`config.mk`:
```
export PLATFORM = sky130hd
export DESIGN_NAME = uart_tx_queue_flat
export DESIGN_NICKNAME = d
export VERILOG_FILES = /design/src/rtl/uart_tx_queue_pkg.sv /design/src/rtl/uart_tx_queue_if.sv /design/src/rtl/uart_tx_queue_sync_fifo.sv /design/src/rtl/uart_tx_queue.sv /design/src/flat_wrapper.sv
export SDC_FILE = /design/constraint.sdc
export NUM_CORES = 1
export LEC_CHECK = 0
export BUFFER_PORTS_ARGS = -buffer_cell sky130_fd_sc_hd__buf_2
export CORE_ASPECT_RATIO = 0.6
export CORE_UTILIZATION = 45
export DETAILED_ROUTE_END_ITERATION = 8
export MAX_ROUTING_LAYER = met4
export PLACE_DENSITY = 0.66
export SLEW_MARGIN = 10
export SYNTH_ARGS = -nofsm -noshare
export SYNTH_HDL_FRONTEND = slang
export SYNTH_SLANG_ARGS = --single-unit
```
`constraint.sdc`:
```
create_clock -name clk -period 2.9 [get_ports clk]
set_input_delay 0.145 -clock clk [delete_from_list [all_inputs] [get_ports clk]]
set_output_delay 0.145 -clock clk [all_outputs]
set_load 0.05 [all_outputs]
```
`src/rtl/uart_tx_queue_pkg.sv`:
```
// Shared types and constants for the UART transmit queue.
// Optional feature macro: UART_TXQ_FLUSH_EN (see uart_tx_queue.sv).
package uart_tx_queue_pkg;

  localparam int unsigned BYTE_W = 8;

  // Transmit sequencer states.
  typedef enum logic [1:0] {
    StIdle  = 2'd0,
    StSend  = 2'd1,
    StDrain = 2'd2
  } txq_state_t;

endpackage

```
`src/rtl/uart_tx_queue_if.sv`:
```
// Bus-side and UART-side signals of the transmit queue.
// The slave modport is the queue itself; the master modport is whatever drives it.
// Optional feature macro: UART_TXQ_FLUSH_EN adds the flush signal.
interface uart_tx_queue_if #(
  parameter int unsigned DEPTH = 16
);
  import uart_tx_queue_pkg::*;

  localparam int unsigned ADDR_W = $clog2(DEPTH);

  logic              wr_en;
  logic [BYTE_W-1:0] wr_data;
  logic              full;
  logic              empty;
  logic [ADDR_W:0]   level;
  logic              overflow;
  logic              uart_we;
  logic [BYTE_W-1:0] uart_data;
  logic              uart_tx_busy;
`ifdef UART_TXQ_FLUSH_EN
  logic              flush;

  modport master (
    output wr_en, wr_data, uart_tx_busy, flush,
    input  full, empty, level, overflow, uart_we, uart_data
  );

  modport slave (
    input  wr_en, wr_data, uart_tx_busy, flush,
    output full, empty, level, overflow, uart_we, uart_data
  );
`else
  modport master (
    output wr_en, wr_data, uart_tx_busy,
    input  full, empty, level, overflow, uart_we, uart_data
  );

  modport slave (
    input  wr_en, wr_data, uart_tx_busy,
    output full, empty, level, overflow, uart_we, uart_data
  );
`endif

endinterface

```
`src/rtl/uart_tx_queue_sync_fifo.sv`:
```
// Synchronous FIFO: register-array storage with a combinational head read,
// wrapping pointers and a separate occupancy counter.
module uart_tx_queue_sync_fifo #(
  parameter int unsigned DEPTH = 16,
  parameter int unsigned WIDTH = 8
) (
  input  logic                     clk,
  input  logic                     rst,
  input  logic                     i_push,
  input  logic [WIDTH-1:0]         i_wdata,
  input  logic                     i_pop,
  input  logic                     i_clear,
  output logic [WIDTH-1:0]         o_rdata,
  output logic                     o_full,
  output logic                     o_empty,
  output logic [$clog2(DEPTH):0]   o_level
);

  localparam int unsigned ADDR_W = $clog2(DEPTH);
  localparam logic [ADDR_W:0] FULL_LVL = DEPTH[ADDR_W:0];

  logic [WIDTH-1:0]  r_mem [DEPTH];
  logic [ADDR_W-1:0] r_wr_ptr;
  logic [ADDR_W-1:0] r_rd_ptr;
  logic [ADDR_W:0]   r_level;

  logic w_do_push;
  logic w_do_pop;

  // full/empty come from the registered level, so a same-cycle pop never frees a slot.
  assign o_full    = (r_level == FULL_LVL);
  assign o_empty   = (r_level == '0);
  assign o_level   = r_level;
  assign o_rdata   = r_mem[r_rd_ptr];

  // Clear takes priority and silently drops a concurrent push.
  assign w_do_push = i_push && !o_full && !i_clear;
  assign w_do_pop  = i_pop && !o_empty && !i_clear;

  // Storage write; no reset needed since empty slots are never read out.
  always_ff @(posedge clk) begin
    if (w_do_push) begin
      r_mem[r_wr_ptr] <= i_wdata;
    end
  end

  // Pointers wrap modulo DEPTH; level tracks occupancy independently.
  always_ff @(posedge clk or posedge rst) begin
    if (rst) begin
      r_wr_ptr <= '0;
      r_rd_ptr <= '0;
      r_level  <= '0;
    end else if (i_clear) begin
      r_rd_ptr <= r_wr_ptr;
      r_level  <= '0;
    end else begin
      if (w_do_push) begin
        r_wr_ptr <= r_wr_ptr + ADDR_W'(1);
      end
      if (w_do_pop) begin
        r_rd_ptr <= r_rd_ptr + ADDR_W'(1);
      end
      case ({w_do_push, w_do_pop})
        2'b10:   r_level <= r_level + (ADDR_W + 1)'(1);
        2'b01:   r_level <= r_level - (ADDR_W + 1)'(1);
        default: r_level <= r_level;
      endcase
    end
  end

endmodule

```
`src/rtl/uart_tx_queue.sv`:
```
// Byte queue and transmit sequencer feeding a UART over its we/data_in/tx_busy handshake.
// The UART samples we only on its internal tick, so we is held until tx_busy rises,
// then the sequencer waits for tx_busy to fall before offering the next byte.
// Optional feature macro: UART_TXQ_FLUSH_EN adds a flush input that empties the queue.
module uart_tx_queue
  import uart_tx_queue_pkg::*;
#(
  parameter int unsigned DEPTH = 16
) (
  input logic            clk,
  input logic            rst,
  uart_tx_queue_if.slave bus
);

  localparam int unsigned ADDR_W = $clog2(DEPTH);

  txq_state_t        r_state;
  txq_state_t        w_state_d;
  logic [BYTE_W-1:0] r_uart_data;
  logic [BYTE_W-1:0] w_uart_data_d;
  logic              r_overflow;

  logic              w_pop;
  logic              w_clear;
  logic              w_full;
  logic              w_empty;
  logic [BYTE_W-1:0] w_head;
  logic [ADDR_W:0]   w_level;

`ifdef UART_TXQ_FLUSH_EN
  assign w_clear = bus.flush;
`else
  assign w_clear = 1'b0;
`endif

  uart_tx_queue_sync_fifo #(
    .DEPTH (DEPTH),
    .WIDTH (BYTE_W)
  ) u_fifo (
    .clk     (clk),
    .rst     (rst),
    .i_push  (bus.wr_en),
    .i_wdata (bus.wr_data),
    .i_pop   (w_pop),
    .i_clear (w_clear),
    .o_rdata (w_head),
    .o_full  (w_full),
    .o_empty (w_empty),
    .o_level (w_level)
  );

  // Next-state: leave IDLE only with a queued byte; a same-cycle flush keeps it from leaving.
  always_comb begin
    w_state_d     = r_state;
    w_uart_data_d = r_uart_data;
    w_pop         = 1'b0;
    case (r_state)
      StIdle: begin
        if (!w_empty && !w_clear) begin
          w_pop         = 1'b1;
          w_uart_data_d = w_head;
          w_state_d     = StSend;
        end
      end
      StSend: begin
        if (bus.uart_tx_busy) begin
          w_state_d = StDrain;
        end
      end
      StDrain: begin
        if (!bus.uart_tx_busy) begin
          w_state_d = StIdle;
        end
      end
      default: w_state_d = StIdle;
    endcase
  end

  // State and the byte presented to the UART, held stable through SEND and DRAIN.
  always_ff @(posedge clk or posedge rst) begin
    if (rst) begin
      r_state     <= StIdle;
      r_uart_data <= '0;
    end else begin
      r_state     <= w_state_d;
      r_uart_data <= w_uart_data_d;
    end
  end

  // One-cycle pulse for a dropped push; a write dropped by flush is not an overflow.
  always_ff @(posedge clk or posedge rst) begin
    if (rst) begin
      r_overflow <= 1'b0;
    end else begin
      r_overflow <= bus.wr_en && w_full && !w_clear;
    end
  end

  assign bus.full      = w_full;
  assign bus.empty     = w_empty;
  assign bus.level     = w_level;
  assign bus.overflow  = r_overflow;
  assign bus.uart_we   = (r_state == StSend);
  assign bus.uart_data = r_uart_data;

endmodule
```
`src/flat_wrapper.sv`:
```
// flat-port wrapper written by rule: the top's interface ports become plain ports
module uart_tx_queue_flat import uart_tx_queue_pkg::*;
#(
  parameter int unsigned DEPTH = 16
)
  (clk, rst, bus_wr_en, bus_wr_data, bus_uart_tx_busy, bus_full, bus_empty, bus_level, bus_overflow, bus_uart_we, bus_uart_data);
  uart_tx_queue_if #(.DEPTH(DEPTH)) bus_i ();
  input logic clk;
  input logic rst;
  input wire logic [$bits(bus_i.wr_en)-1:0] bus_wr_en;
  input wire logic [$bits(bus_i.wr_data)-1:0] bus_wr_data;
  input wire logic [$bits(bus_i.uart_tx_busy)-1:0] bus_uart_tx_busy;
  output wire logic [$bits(bus_i.full)-1:0] bus_full;
  output wire logic [$bits(bus_i.empty)-1:0] bus_empty;
  output wire logic [$bits(bus_i.level)-1:0] bus_level;
  output wire logic [$bits(bus_i.overflow)-1:0] bus_overflow;
  output wire logic [$bits(bus_i.uart_we)-1:0] bus_uart_we;
  output wire logic [$bits(bus_i.uart_data)-1:0] bus_uart_data;
  assign bus_i.wr_en = bus_wr_en;
  assign bus_i.wr_data = bus_wr_data;
  assign bus_i.uart_tx_busy = bus_uart_tx_busy;
  assign bus_full = bus_i.full;
  assign bus_empty = bus_i.empty;
  assign bus_level = bus_i.level;
  assign bus_overflow = bus_i.overflow;
  assign bus_uart_we = bus_i.uart_we;
  assign bus_uart_data = bus_i.uart_data;
  uart_tx_queue #(.DEPTH(DEPTH)) u_core (.clk(clk), .rst(rst), .bus(bus_i));
endmodule
```
Word level (Yosys, flattened, before mapping)
Memories as Yosys holds them, arrays and structs flattened. A register that Yosys moved wholly into a read port is not among the register bits.
Index checks and enable logic that the tools add are counted.
{"block": "classes", "reduce_logical": 10, "n_bitwise": 1, "n_mux": 9, "add_sub_neg": 4, "n_eq_ne": 8}
{"op": "case mux 5 bit (2 select lines)", "n": 1}
{"op": "adder 4 x 1 -> 4 bit (second input constant)", "n": 2}
{"op": "two-way mux 2 bit", "n": 3}
{"op": "!= test 2 bit (second input constant)", "n": 3}
{"op": "case mux 2 bit (3 select lines)", "n": 1}
{"op": "adder 5 x 1 -> 5 bit (second input constant)", "n": 1}
{"op": "== test 5 bit (second input constant)", "n": 1}
{"op": "logical NOT 5 bit", "n": 1}
{"op": "subtractor 5 x 1 -> 5 bit (second input constant)", "n": 1}
{"op": "== test 2 x 1 -> 1 bit (second input constant)", "n": 2}
{"op": "== test 2 bit (second input constant)", "n": 2}
{"op": "two-way mux 1 bit", "n": 4}
{"op": "logical AND 1 bit", "n": 3}
{"op": "AND reduction 3 bit", "n": 1}
{"op": "logical NOT 1 bit", "n": 2}
{"op": "logical NOT 2 bit", "n": 1}
{"op": "AND reduction 2 bit", "n": 1}
{"op": "nonzero test 2 bit", "n": 1}
{"op": "inverter 1 bit", "n": 1}
{"block": "word_totals", "in_bits": 12, "reg_bits": 16, "memories": 1, "ram_bits": 128, "output_inout_bits": 17, "word_cells": 38}
{"name": "u_core.u_fifo.r_mem", "words": 16, "word_bits": 8, "read_ports": 1, "rd_ports_with_merged_regs": 1, "wr": 1, "line_no": "uart_tx_queue_sync_fifo.sv:22", "source": "logic [WIDTH-1:0] r_mem [DEPTH];"}

Depth between registers and ports, before layout
{"block": "logic_depth", "word_depth": 6, "mapped_depth": 12, "ltp_nobuf": 10}

By module
From an unflattened synthesis, not the netlist that was laid out.
{"block": "hier_totals", "hier_cells": 327, "hier_area_um2": 6433.7}
{"module": "uart_tx_queue_sync_fifo", "cells_each": 299, "seq_area_each_um2": 4169.0, "instances": 1, "area_each_um2": 6003.3}
{"module": "uart_tx_queue", "cells_each": 28, "seq_area_each_um2": 275.3, "instances": 1, "area_each_um2": 430.4}

Least setup slack after synthesis
Ideal clock, no wire load.
{"block": "synth_path", "kind": "reg2reg", "startpoint": "register u_core.u_fifo.r_level[1], in the netlist u_core.u_fifo.o_level[1]", "endpoint": "register u_core.u_fifo.r_level[4], in the netlist u_core.u_fifo.o_level[4]", "setup_ps": 123, "path_buffers": 2, "period_less_slack_ps": 2994, "stages_incl_launch_ff": 13, "t_required_ps": 2777, "slack_ps": -94, "arrival_ps": 2871, "cell_sequence": "dfrtp_1 -> buf_6 -> or4_4 -> o21ai_2 -> inv_1 -> ha_1 -> clkbuf_1 -> xor2_1 -> ha_1 -> o211a_1 -> o31ai_1 -> a31oi_1 -> xnor2_1"}
{"block": "synth_between", "elab_chain_len": 6, "word_cells_on_any_way": 14, "classes_between": "add/sub: 2; eq/ne: 3; mux: 3; reduce/logical: 6"}
{"element": "from (decl)", "line_no": "uart_tx_queue_sync_fifo.sv:25", "source": "logic [ADDR_W:0] r_level;"}
{"element": "from (signal assigned)", "line_no": "uart_tx_queue_sync_fifo.sv:64", "source": "2'b10: r_level <= r_level + (ADDR_W + 1)'(1);"}
{"element": "from (signal assigned)", "line_no": "uart_tx_queue_sync_fifo.sv:65", "source": "2'b01: r_level <= r_level - (ADDR_W + 1)'(1);"}
{"element": "from (signal assigned)", "line_no": "uart_tx_queue_sync_fifo.sv:66", "source": "default: r_level <= r_level;"}
{"element": "logical NOT 5 bit *", "line_no": "uart_tx_queue_sync_fifo.sv:32", "source": "assign o_empty = (r_level == '0);"}
{"element": "two-way mux 1 bit *", "line_no": "uart_tx_queue.sv:59", "source": "if (!w_empty && !w_clear) begin"}
{"element": "two-way mux 1 bit *", "line_no": "uart_tx_queue.sv:57", "source": "case (r_state)"}
{"element": "named net u_core.u_fifo.i_pop", "line_no": "uart_tx_queue_sync_fifo.sv:11", "source": "input logic i_pop,"}
{"element": "logical AND 1 bit *", "line_no": "uart_tx_queue_sync_fifo.sv:38", "source": "assign w_do_pop = i_pop && !o_empty && !i_clear;"}
{"element": "== test 2 x 1 -> 1 bit or == test 2 bit (tied branches)", "line_no": "uart_tx_queue_sync_fifo.sv:63", "source": "case ({w_do_push, w_do_pop})"}
{"element": "case mux 5 bit (2 select lines) or nonzero test 2 bit (tied branches)"}
Mark *: on every way through the listed nets, which the timed path passes. The rest lies on a longest branch.
A chain may end at the register's enable or synchronous reset.

Worst setup path in the final report
Ends and elaborated chain as after synthesis.

==> metrics.txt <==
CP cell instances or4_4 > o21ai_2 > inv_1 > ha_1 > buf_4 > ha_1 > o211a_1 > o31ai_1 > a31oi_1 > xnor2_1; Inserted Clock Buffers 17; startpoint of the worst register-to-register path u_core.u_fifo.o_level[1]; vias per cell 5.520; global-route wire length before repair 17550 um; Max Clock Skew 13.18 ps; Seq pwr share 0.408; post-route setup TNS 0 ps; total global-route track usage 0.1787; gr ovfl total 0; Max Clk Rate between 0.3 and 0.4 GHz; global route hottest layer met2; clock power share 0.275; Min-Delay Path Class input pin to async pin; switching share of total power 0.3409; routed len/inst 20.04 um; most frequent cells in the layout edfxtp_1 (128), buf_2 (28), buf_4 (26), mux4_2 (21), dfrtp_1 (20); # fillers ~1000; final-stage net count 411; Leak 2.641 nW; Synth warnings 0; Routed Antenna Nets 0; Cell Count, Final, Fillers Out 573; Clock Sinks 152; drt total wl 11480 um; synth-to-layout area growth 16.30%; largest net degree at the start of global routing 25; syn avg cell area 18.74 um^2; r2r endpoint u_core.u_fifo.o_level[4]; H-tree depth 4; end of the critical path u_core.u_fifo.o_level[4]; critical path fanouts, max 10; initial core utilization 0.4737; min Tclk post-route 2687 ps; Switch Pwr 0.002612 W; Worst slew margin 0.2809; antenna violations before repair 0; DRT iter0 DRCs 231; failing checks negative hold slack; syn nets about 350; Arr. time, crit path 2980 ps; final worst setup slack 212.8 ps; synth unique cells 39; CTS clk-pin slew, worst paths 60 ps; fin util 0.5509; clock root buffer clkbuf_16; chip width between 150 and 200 um; Clock Latency Late Sink 420 ps; Final Cycle Share 0.9266; Post-CTS Setup Inserts 0; antenna fix cells 0; GR Layer Usage met2 0.2610; met3 Use GR 0.04217; die area 14360 um^2; worst setup path startpoint u_core.u_fifo.o_level[1]; crit path kind flip-flop to flip-flop; dpl hpwl 7652 um; layout cell share with drive strength beyond 1 0.3002; Tot Pwr around 0.0077 W; Port Buffers 28; CTS tree built; num rows 32; Vias 3163; drt drc 0; max incr delay on CP around 550 ps; Setup-failing EPs final 0; sequential area share after synthesis 0.7123; IO Pins 29; Synth Register Bits 152; Die Ht 93.21 um; crit start category flip-flop; Internal Power 0.005049 W; dpl ws roughly 210 ps; flop-to-flop setup slack approximately 210 ps; Pins Over Slew Limit 0; commonest non-fill, non-tap cell in the layout edfxtp_1; Clock Path Buffers 2; WP data required 3200 ps; synthesized area 6240 um^2; Cells after DPL 539; drt pass-1 iters 4; cell mode on critical path ha_1; Core Box Area roughly 13000 um^2; placer's final routability congestion estimate 0.7972; number of global-route vias before repair a little over 3000; RSZ-0062 raised after global routing no; Fin Hold WS -26.33 ps; Reg2Reg Depth 10; pwr/cell area about 1100 nW/um^2; met1 GRT Util 0.2497; outcome complete, but fails checks; Crit. End Element flip-flop; Worst Tran Pin Value approximately 1100 ps; Final Hold Viols 24; Mapped Cells 333; Worst VDD drop 0.4104 mV; Comb pwr share 0.317; crit path max-delay cell type or4_4; Max-Cap Viols 0
-- cell families (layout without fill, tap and decap cells) --
group / after synthesis / count (layout) / synth area share
flops: 152 / 152 / 0.7123
simple gates: 53 / 53 / 0.04051
mux: 51 / 51 / 0.1538
compound gates: 30 / 30 / 0.03209
buf+inv: 27 / 97 / 0.02787
xor+xnor: 11 / 11 / 0.01544
fa+ha+maj: 9 / 9 / 0.01805
-- synth_stat cells --
| cell | number | share of area |
|---|---|---|
| edfxtp_1 | 128 | 0.62 |
| dfrtp_1 | 24 | 0.096 |
| mux4_2 | 21 | 0.076 |
| nor2_1 | 17 | 0.010 |
| nand2_1 | 16 | 0.0096 |
| mux2i_1 | 13 | 0.021 |
| mux4_1 | 11 | 0.046 |
| o21ai_0 | 10 | 0.0080 |
| ha_1 | 9 | 0.018 |
| inv_1 | 8 | 0.0048 |
| xnor2_1 | 8 | 0.011 |
| a21oi_1 | 6 | 0.0048 |
| mux2_2 | 6 | 0.011 |
| buf_6 | 5 | 0.0090 |
| nand2b_1 | 5 | 0.0050 |
| buf_4 | 4 | 0.0048 |
| clkbuf_1 | 4 | 0.0024 |
| nor2b_1 | 4 | 0.0040 |
| nor3_1 | 4 | 0.0032 |
| a211o_1 | 3 | 0.0042 |
| a22o_1 | 3 | 0.0042 |
| buf_2 | 3 | 0.0024 |
| xor2_1 | 3 | 0.0042 |
| buf_1 | 2 | 0.0012 |
| nand4_1 | 2 | 0.0020 |
| a21boi_0 | 1 | 0.0012 |
| a21boi_2 | 1 | 0.0018 |
| a21o_1 | 1 | 0.0012 |
| a311oi_1 | 1 | 0.0014 |
| a31oi_1 | 1 | 0.0010 |
| and3_1 | 1 | 0.0010 |
| and3b_1 | 1 | 0.0014 |
| buf_12 | 1 | 0.0032 |
| nor3b_1 | 1 | 0.0012 |
| nor4_1 | 1 | 0.0010 |
| o211a_1 | 1 | 0.0016 |
| o21ai_2 | 1 | 0.0014 |
| o31ai_1 | 1 | 0.0012 |
| or4_4 | 1 | 0.0018 |
-- worst min path at each step --
| stage | end | startpoint | depth (start not counted) |
|---|---|---|---|
| finish | u_core.r_state[1] | rst | 2 |
| global route | u_core.r_state[1] | rst | 2 |
| CTS | u_core.r_state[1] | rst | 2 |
| detailed placement | u_core.r_state[0] | bus_uart_tx_busy | 2 |
| global placement | u_core.r_state[0] | bus_uart_tx_busy | 2 |
| floorplan | u_core.bus.overflow | rst | 1 |
-- sequential cells by signal, indices dropped and copies added, names as in the netlist --
register,count
u_core.u_fifo.o_level,5
u_core.u_fifo.r_wr_ptr,4
u_core.bus.overflow,1
u_core.r_state,2
u_core.u_fifo.r_mem,128
u_core.bus.uart_data,8
u_core.u_fifo.r_rd_ptr,4
-- area by class of cell --
cell class                      count  area (um^2)  share of cell area
Inverter                            8        30.03            0.004138
Sequential cell                   152         4449              0.6131
Tap cell                          170        212.7             0.02931
Timing Repair Buffer               57        375.4             0.05172
Clock buffer                       17        425.4             0.05862
Clock inverter                     15        142.6             0.01966
Multi-Input combinational cell    154         1622              0.2234
-- through the flow --
step           hold WS (ps)  area (um^2)
2_1_floorplan         159.4         6243
3_3_place_gp          349.9         6669
3_5_place_dp          360.8         6669
4_1_cts               3.946         7257
5_1_grt               70.18         7257
6_report             -26.33         7257
-- power by group through the flow --
stage | Clock, W | Sequential, W | Combinational, W
detailed placement | 0 | 0.00317 | 0.00245
global route | 0.00224 | 0.00317 | 0.00263
CTS | 0.00214 | 0.00313 | 0.00246
global placement | 0 | 0.00315 | 0.00241
floorplan | 0 | 0.00322 | 0.00179
finish | 0.00211 | 0.00313 | 0.00243
-- critical path, delay by kind of cell (launching register included) --
| family | cells | cell delay [ps] |
|---|---|---|
| AOI/OAI and AO/OA | 4 | 550 |
| xor gates and xnor gates | 1 | 140 |
| adders and majority gates | 2 | 580 |
| buffers and inverters | 2 | 290 |
| DFF | 1 | 470 |
| and+or+nand+nor | 1 | 550 |
-- metal layers --
| layer | part of all wire | vias to the layer above |
|---|---|---|
| met4 | 0.0079 | 0 |
| met1 | 0.48 | 1641 |
| met3 | 0.054 | 14 |
| li1 | - | 1432 |
| met2 | 0.45 | 76 |
| met5 | 0 | - |
-- repair_timing --
item	CTS	global route
hold buffers	2	0
resized for setup	0	0
endpoints found under the hold margin	3	0
Note: power is estimated with default switching activity, not from simulation.
